[src/rtl/demux14_4_tdm.sv]
// demux14_4_tdm
//   Registered 1-to-4 demultiplexer for WIDTH-bit words. This is the receive
//   side of a select-rotating 4:1 mux link, and it recovers the four channels.
//
//   Manual mode (mode=0): each valid word goes to the output picked by {s1,s0}.
//   TDM mode (mode=1): 4-word frames arrive as slots 0..3. Slot 0 is flagged by
//   sync. Each frame is gathered in shadow registers, and all four outputs are
//   loaded on the same edge when slot 3 arrives.
//
// Ports
//   clk         system clock, rising edge
//   rst_n       asynchronous active-low reset
//   mode        0 = manual select, 1 = TDM auto-slot
//   s0, s1      manual select bits (sel = {s1,s0})
//   d           input data word
//   d_valid     d is valid this cycle
//   sync        d is slot 0 of a frame (TDM, sampled only with d_valid)
//   err_clr     synchronous clear of err
//   y0..y3      channel output registers
//   frame_valid one-cycle pulse after y0..y3 load a complete frame
//   slot        next expected slot index (TDM)
//   err         sticky framing error
//
// state | meaning
// IDLE  | not aligned, waiting for a word with sync
// RUN   | aligned, slot_q is the next expected slot
module demux14_4_tdm #(
  parameter int WIDTH = 4
) (
  input  logic             clk,
  input  logic             rst_n,
  input  logic             mode,
  input  logic             s0,
  input  logic             s1,
  input  logic [WIDTH-1:0] d,
  input  logic             d_valid,
  input  logic             sync,
  input  logic             err_clr,
  output logic [WIDTH-1:0] y0,
  output logic [WIDTH-1:0] y1,
  output logic [WIDTH-1:0] y2,
  output logic [WIDTH-1:0] y3,
  output logic             frame_valid,
  output logic [1:0]       slot,
  output logic             err
);

  typedef enum logic {IDLE, RUN} state_t;

  state_t           state_q, state_d, state_eff;
  logic [1:0]       slot_q, slot_d, slot_eff;
  logic             mode_q;
  logic             err_q, err_d, err_set;
  logic             fv_q, fv_d;
  logic [WIDTH-1:0] y_q  [4];
  logic [WIDTH-1:0] y_d  [4];
  logic [WIDTH-1:0] sh_q [3];
  logic [WIDTH-1:0] sh_d [3];
  logic [1:0]       sel;

  assign sel = {s1, s0};

  always_comb begin
    y_d     = y_q;
    sh_d    = sh_q;
    fv_d    = 1'b0;
    err_set = 1'b0;

    // A mode change aborts any partial frame. The word that arrives on the
    // change cycle is still handled under the new mode, so the abort is
    // applied to the state the decode sees and not delayed by one cycle.
    if (mode != mode_q) begin
      state_eff = IDLE;
      slot_eff  = 2'd0;
    end else begin
      state_eff = state_q;
      slot_eff  = slot_q;
    end
    state_d = state_eff;
    slot_d  = slot_eff;

    if (!mode) begin
      state_d = IDLE;
      slot_d  = 2'd0;
      if (d_valid) y_d[sel] = d;
    end else if (d_valid) begin
      if (state_eff == IDLE) begin
        // Words without sync are dropped quietly while unaligned.
        if (sync) begin
          sh_d[0] = d;
          slot_d  = 2'd1;
          state_d = RUN;
        end
      end else if (sync) begin
        // A sync in the middle of a frame throws away the partial frame and
        // starts a new one from this word.
        if (slot_eff != 2'd0) err_set = 1'b1;
        sh_d[0] = d;
        slot_d  = 2'd1;
      end else if (slot_eff == 2'd0) begin
        err_set = 1'b1;
        state_d = IDLE;
      end else if (slot_eff == 2'd3) begin
        y_d[0] = sh_q[0];
        y_d[1] = sh_q[1];
        y_d[2] = sh_q[2];
        y_d[3] = d;
        fv_d   = 1'b1;
        slot_d = 2'd0;
      end else begin
        if (slot_eff == 2'd1) sh_d[1] = d;
        else                  sh_d[2] = d;
        slot_d = slot_eff + 2'd1;
      end
    end

    // When a new error and err_clr arrive together, the new error wins.
    err_d = err_set | (err_q & ~err_clr);
  end

  always_ff @(posedge clk or negedge rst_n) begin
    if (!rst_n) begin
      state_q <= IDLE;
      slot_q  <= 2'd0;
      mode_q  <= 1'b0;
      err_q   <= 1'b0;
      fv_q    <= 1'b0;
      for (int i = 0; i < 4; i++) y_q[i]  <= '0;
      for (int i = 0; i < 3; i++) sh_q[i] <= '0;
    end else begin
      state_q <= state_d;
      slot_q  <= slot_d;
      mode_q  <= mode;
      err_q   <= err_d;
      fv_q    <= fv_d;
      y_q     <= y_d;
      sh_q    <= sh_d;
    end
  end

  assign y0          = y_q[0];
  assign y1          = y_q[1];
  assign y2          = y_q[2];
  assign y3          = y_q[3];
  assign frame_valid = fv_q;
  assign slot        = slot_q;
  assign err         = err_q;

endmodule

[config.mk]
export PLATFORM = sky130hd
export DESIGN_NAME = demux14_4_tdm
export DESIGN_NICKNAME = d
export VERILOG_FILES = /design/src/rtl/demux14_4_tdm.sv
export SDC_FILE = /design/constraint.sdc
export NUM_CORES = 1
export LEC_CHECK = 0
export CAP_MARGIN = 10
export CORE_UTILIZATION = 51
export CTS_CLUSTER_DIAMETER = 100
export DETAILED_ROUTE_END_ITERATION = 6
export PLACE_DENSITY = 0.82
export SLEW_MARGIN = 20
export SYNTH_ARGS = -nofsm -noshare
export SYNTH_HDL_FRONTEND = slang
export SYNTH_SLANG_ARGS = --single-unit
export TNS_END_PERCENT = 30
[constraint.sdc]
create_clock -name clk -period 3 [get_ports clk]
set_input_delay 0.6 -clock clk [delete_from_list [all_inputs] [get_ports clk]]
set_output_delay 0.6 -clock clk [all_outputs]
set_load 0.02 [all_outputs]
Word-level counts from Yosys, hierarchy flattened
Cells that the tools add are included.
W data, S select, Z words.

storage, ports and cells
  register bits after elaboration = 34
  input bits = 12
  output and inout port bits = 20
  logic and storage cells = 74

cells by class
  $add $sub $neg = 1
  $lt $le $gt $ge = 2
  equality and inequality tests = 7
  mux-type cells = 37
  bitwise operators = 8
  reductions and logical operators = 7

operators by type and width
  operator               number
  $mux W16               7
  $mux W1                19
  $bwmux W16             1
  $mux W2                8
  $reduce_and A7 Y1      2
  $demux W4 S2           1
  $not A1 Y1             5
  $reduce_and A5 Y1      1
  $mux W4                1
  $ne A2 B1 Y1 const B   2
  $ne A2 B2 Y1 const B   2
  $ge A3 B3 Y1 const B   1
  $lt A3 B1 Y1 const B   1
  $not A2 Y3             1
  $reduce_and A3 Y1      1
  $add A2 B1 Y2 const B  1
  $eq A2 B1 Y1 const B   1
  $eq A2 B2 Y1 const B   1
  $logic_not A2 Y1       1
  $reduce_bool A2 Y1     1
  $and A1 B1 Y1          1
  $logic_and A1 B1 Y1    1
  $ne A1 B1 Y1           1
  $or A1 B1 Y1           1

Depth between registers and ports, before layout
Gate-level depths: netlist of run 1.

  word-level depth = 9
  mapped depth = 9
  depth with buffers taken out = 8

Worst setup path after synthesis of run 1
OpenSTA, ideal clock, no wires.

  kind = in2reg
  from = in mode
  to = reg y_q, in the netlist y3[0]
  setup time = 0.125 ns
  arrival = 2.359 ns
  required time = 2.875 ns
  setup slack = 0.516 ns
  stages on the path = 8
  buffers on the path = 1
  cell sequence = buf_2 > xnor2_1 > and2_1 > inv_1 > ha_1 > nor3b_2 > a32o_2 > mux2_2

between the ends
  longest elaborated chain between the ends = 5
  elaborated cells on any way between the ends = 11
  classes of those cells = 6 x eq/ne; 3 x mux; 2 x reduce/logical

ends and longest elaborated chain
  what                                                                  RTL line  RTL
  from (decl)                                                           32        input logic mode,
  $ne A1 B1 Y1                                                          72        if (mode != mode_q) begin
  $mux W2                                                               72
  $eq A2 B2 Y1 / $logic_not A2 Y1 (equally long branches)               103, 100
  $ne A2 B1 Y1 (no source line) / $ne A2 B2 Y1 (equally long branches)  -
  $reduce_and A5 Y1 (no source line)                                    -
  to (signal assigned)                                                  136       y_q <= y_d;
  to (decl)                                                             55        logic [WIDTH-1:0] y_q [4];

Parallel ways exist; a longest one is shown, timed or not.
A chain may end at the register's enable or synchronous reset.

Worst setup path in the final report of run 1
  from = in mode
  to = reg sh_q[2] (netlist name)

between the ends
  longest elaborated chain between the ends = 5
  elaborated cells on any way between the ends = 10
  classes of those cells = 3 x eq/ne; 2 x mux; 3 x bitwise; 2 x reduce/logical

ends and longest elaborated chain
  what                                        RTL line  RTL
  $ne A1 B1 Y1                                72
  $mux W2                                     72
  $eq A2 B1 Y1, or another cell as far along  111       if (slot_eff == 2'd1) sh_d[1] = d;
  $not A1 Y1 (no source line)                 -
  $reduce_and A7 Y1 (no source line) *        -
  to (signal assigned)                        137       sh_q <= sh_d;
  to (decl)                                   57        logic [WIDTH-1:0] sh_q [3];

Mark *: on every way between the ends. The rest lies on a longest branch, timed or not.

==> qor.csv, run 1 <==
stage,metric,value,unit
pwr,internal_power,0.781,mW
logic_synthesis,yosys-top-cells-area,"dfrtp_1, mux2_2, ha_1",
drt,drc,0,
clock_network,cts_setup_buffers,0,
logic_synthesis,synth-simple-area-share,0.149,
drt,antenna_left,0,
worst_setup_path,required,3.22,ns
logic_synthesis,synth_fp_nets,161,
clock_network,ctsHtreeMaxLevel,2,
grt,grt_pass1_vias,1269,
worst_setup_path,path_class,in -> reg,
logic_synthesis,synth_compound_area_frac,0.0852,
grt,grt_overflow_total,0,
logic_synthesis,yosys.area.top_type,dfrtp_1,
pwr,p_sw,0.285,mW
worst_setup_path,rrSetupSlack,0.70,ns
drt,wire_per_inst,15.5,um
sta,slew_headroom,0.719,
place,placed_area,2070,um^2
sta,clock_skew,0.00841,ns
finish,n_antenna_cell,0,
drt,drt_iter0_drc,67,
grt,grt_max_degree,35,
clock_network,ctsHoldBuffers,0,
sta,post-route-min-period,2.55,ns
clock_network,cts-root-buf,clkbuf_4,
logic_synthesis,synth_top_family_by_area,multiplexers,
logic_synthesis,synth_cells,142,
pwr,power_density,496,nW/um^2
floorplan,die_area,3570,um^2
sta,hold_slack,0.510,ns
clock_network,clkTransAtPathRegs,0.09,ns
logic_synthesis,synth_top_cell_area_share,0.500,
sta,worst_pin_slew,0.421,ns
sta,period_share,0.851,
worst_setup_path,crit_path_max_fanout,5,
logic_synthesis,netlist_area,1700,um^2
clock_network,cts_tree,yes,
finish,syn2layout_area_growth,26.1,%
pwr,clock_power_share,0.289,
hold_path,hp-start,y1[2],
sta,setup_viol,0,
drt,firstDrtPassIters,4,
hold_path,min_to,y1[2],
place,dp_hpwl,2590,um
finish,multi_input_area,811,um^2
logic_synthesis,synth.distinct_cells,29,
pwr,leakage,0.971,nW
finish,drive_gt1_frac,0.274,
run_status,outcome,"finished, final reports clean",
pwr,p_total,1.07,mW
clock_network,cts.path.max_buffers,2,
floorplan,die-width,59.8,um
sta,fmax,0.392,GHz
worst_setup_path,startpoint_type,input pin,
job,max_cap_violations,0,
floorplan,start_util,0.549,
clock_network,insertion_delay,0.33,ns
pwr,swShare,0.267,
floorplan,io-pin-count,32,
logic_synthesis,ys_warn_count,0,
drt,vias_per_cell,5.46,
grt,grt_first_pass_wirelength,5930,um
finish,fin_nets,197,
finish,final_area,2150,um^2
floorplan,rows,20,
place,io_buffers,31,
finish,stdcell_count,223,
grt,groute.usage.overall,0.231,
worst_setup_path,rr_startpoint,mode_q,
logic_synthesis,syn_avg_cell_area,12.0,um^2
pwr,ir_worst_vdd,0.356,mV
sta,finalSetupTns,0,ns
worst_setup_path,cp-end-kind,register,
place,place.gp.congestion,0.840,
grt,grt_antenna_before_repair,0,
sta,hold_viol_final,0,
pwr,comb_power_share,0.215,
sta,slew_viol_final,0,
worst_setup_path,r2r-end,sh_q[2],
drt,dr_total_vias,1217,
clock_network,cts_buffers,5,
logic_synthesis,synthMuxAreaShare,0.185,
worst_setup_path,rr_worst_depth,8,
logic_synthesis,synth_fa_ha_area_frac,0.0514,
floorplan,die_h,59.8,um
logic_synthesis,seq_area_frac_synth,0.500,
worst_setup_path,arrival,2.77,ns
clock_network,cts.sink_count,34,
place,placed_cells,215,
sta,rsz0062_at_grt,no,
pwr,power_frac_seq,0.496,
logic_synthesis,ys_ff_latch,34,
floorplan,coreArea,3100,um^2
hold_path,hp-class,reg -> reg,
drt,wl,3460,um
hold_path,min_path_cells,1,
finish,nFillCells,256,
logic_synthesis,synth_xor_area_frac,0.00514,
clock_network,ctsResizeCount,0,
finish,layout.area.seq,851,um^2
how the worst max path moves through the flow:
stage | start | to | slack [ns]
after global routing | mode | sh_q[2] | 0.26
after CTS | mode | sh_q[2] | 0.45
after global placement | mode | sh_q[0] | 0.15
after detailed placement | mode | sh_q[2] | 0.10
final | mode | sh_q[2] | 0.45
after floorplan | mode | y3[0] | 0.52
cells by family after synthesis:
kind of cell | count (synthesis)
compound gates | 20
fa+ha+maj | 7
mux | 28
xor+xnor | 1
buf+inv | 10
simple gates | 42
flops | 34
synth_stat cells:
cell,count
nand4_1,1
o211ai_1,1
nor2b_1,2
nor4b_4,1
nor2_1,1
nor2b_2,1
a21oi_1,1
ha_1,7
inv_1,5
or3b_1,1
and2_1,1
o22ai_1,1
and4_4,1
a22oi_2,3
nand2_1,19
a21boi_0,1
nand4_2,1
nand2b_1,6
a32o_2,1
xnor2_1,1
and3_1,1
o31ai_1,4
dfrtp_1,34
mux2_2,28
clkbuf_1,2
o21ai_0,8
nand3_1,4
nor3b_2,2
buf_2,3
power groups by stage:
stage          Clock [mW]  Sequential, mW  Combinational, mW
2_1_floorplan           0           0.575             0.0772
3_3_place_gp            0           0.534              0.227
3_5_place_dp            0           0.538              0.232
4_1_cts             0.319           0.529              0.232
5_1_grt             0.341           0.534              0.248
6_report            0.308           0.528              0.229
layout by cell type, fill, tap and decap left out:
master | Yosys | final
a21oi_1 | 1 | 1
a21boi_0 | 1 | 1
nand2b_1 | 6 | 6
clkbuf_4 | 0 | 5
ha_1 | 7 | 7
o22ai_1 | 1 | 1
clkbuf_8 | 0 | 3
nand2_1 | 19 | 19
xnor2_1 | 1 | 1
and3_1 | 1 | 1
o21ai_0 | 8 | 8
a22oi_2 | 3 | 3
or3b_1 | 1 | 1
nor2_1 | 1 | 1
nor4b_4 | 1 | 1
nand4_2 | 1 | 1
clkdlybuf4s50_1 | 0 | 31
nor2b_2 | 1 | 1
nor2b_1 | 2 | 2
inv_1 | 5 | 5
buf_4 | 0 | 3
nand3_1 | 4 | 4
o31ai_1 | 4 | 4
dfrtp_1 | 34 | 34
nor3b_2 | 2 | 2
nand4_1 | 1 | 1
and2_1 | 1 | 1
mux2_2 | 28 | 28
o211ai_1 | 1 | 1
a32o_2 | 1 | 1
and4_4 | 1 | 1
routing by layer:
layer,up-vias,global-route usage,wire length (um)
met4,0,0.120,59
li1,571,-,-
met5,-,0,0
met1,599,0.286,1460
met2,39,0.379,1780
met3,8,0.0476,154
state kept, by name, indices dropped and copies added (netlist names):
signal       cells
sh_q            12
y0               4
y1               4
y2               4
y3               4
slot             2
err              1
frame_valid      1
mode_q           1
state_q          1
area by class of cell:
cell class,instances,area share
clock buffer,8,0.0367
sequential,34,0.396
inverter,5,0.00874
multi-input combinational,98,0.378
tap,44,0.0256
timing repair buffer,34,0.155
critical path: stages:
cell and delay, ns:
clkdlybuf4s50_1 0.44, xnor2_1 0.33, and2_1 0.25, inv_1 0.10
ha_1 0.18, inv_1 0.05, ha_1 0.13, nor3b_2 0.33
mux2_2 0.38
through the flow:
step | util | setup slack, ns
after floorplan | - | 0.516
after global placement | 0.667 | 0.151
after detailed placement | 0.667 | 0.103
after CTS | 0.692 | 0.449
after global routing | 0.692 | 0.260
final | 0.692 | 0.446
(Power assumes the default switching activity.)
==> run 2: changes to the inputs <==
--- a/config.mk
+++ b/config.mk
@@ -7,11 +7,11 @@
 export LEC_CHECK = 0
 export CAP_MARGIN = 10
 export CORE_UTILIZATION = 51
-export CTS_CLUSTER_DIAMETER = 100
+export CTS_CLUSTER_DIAMETER = 50
 export DETAILED_ROUTE_END_ITERATION = 6
 export PLACE_DENSITY = 0.82
 export SLEW_MARGIN = 20
 export SYNTH_ARGS = -nofsm -noshare
 export SYNTH_HDL_FRONTEND = slang
 export SYNTH_SLANG_ARGS = --single-unit
-export TNS_END_PERCENT = 30
+export TNS_END_PERCENT = 10
==> results of run 2 <==
The final DEF is identical to that of run 1; final timing and power are the same.
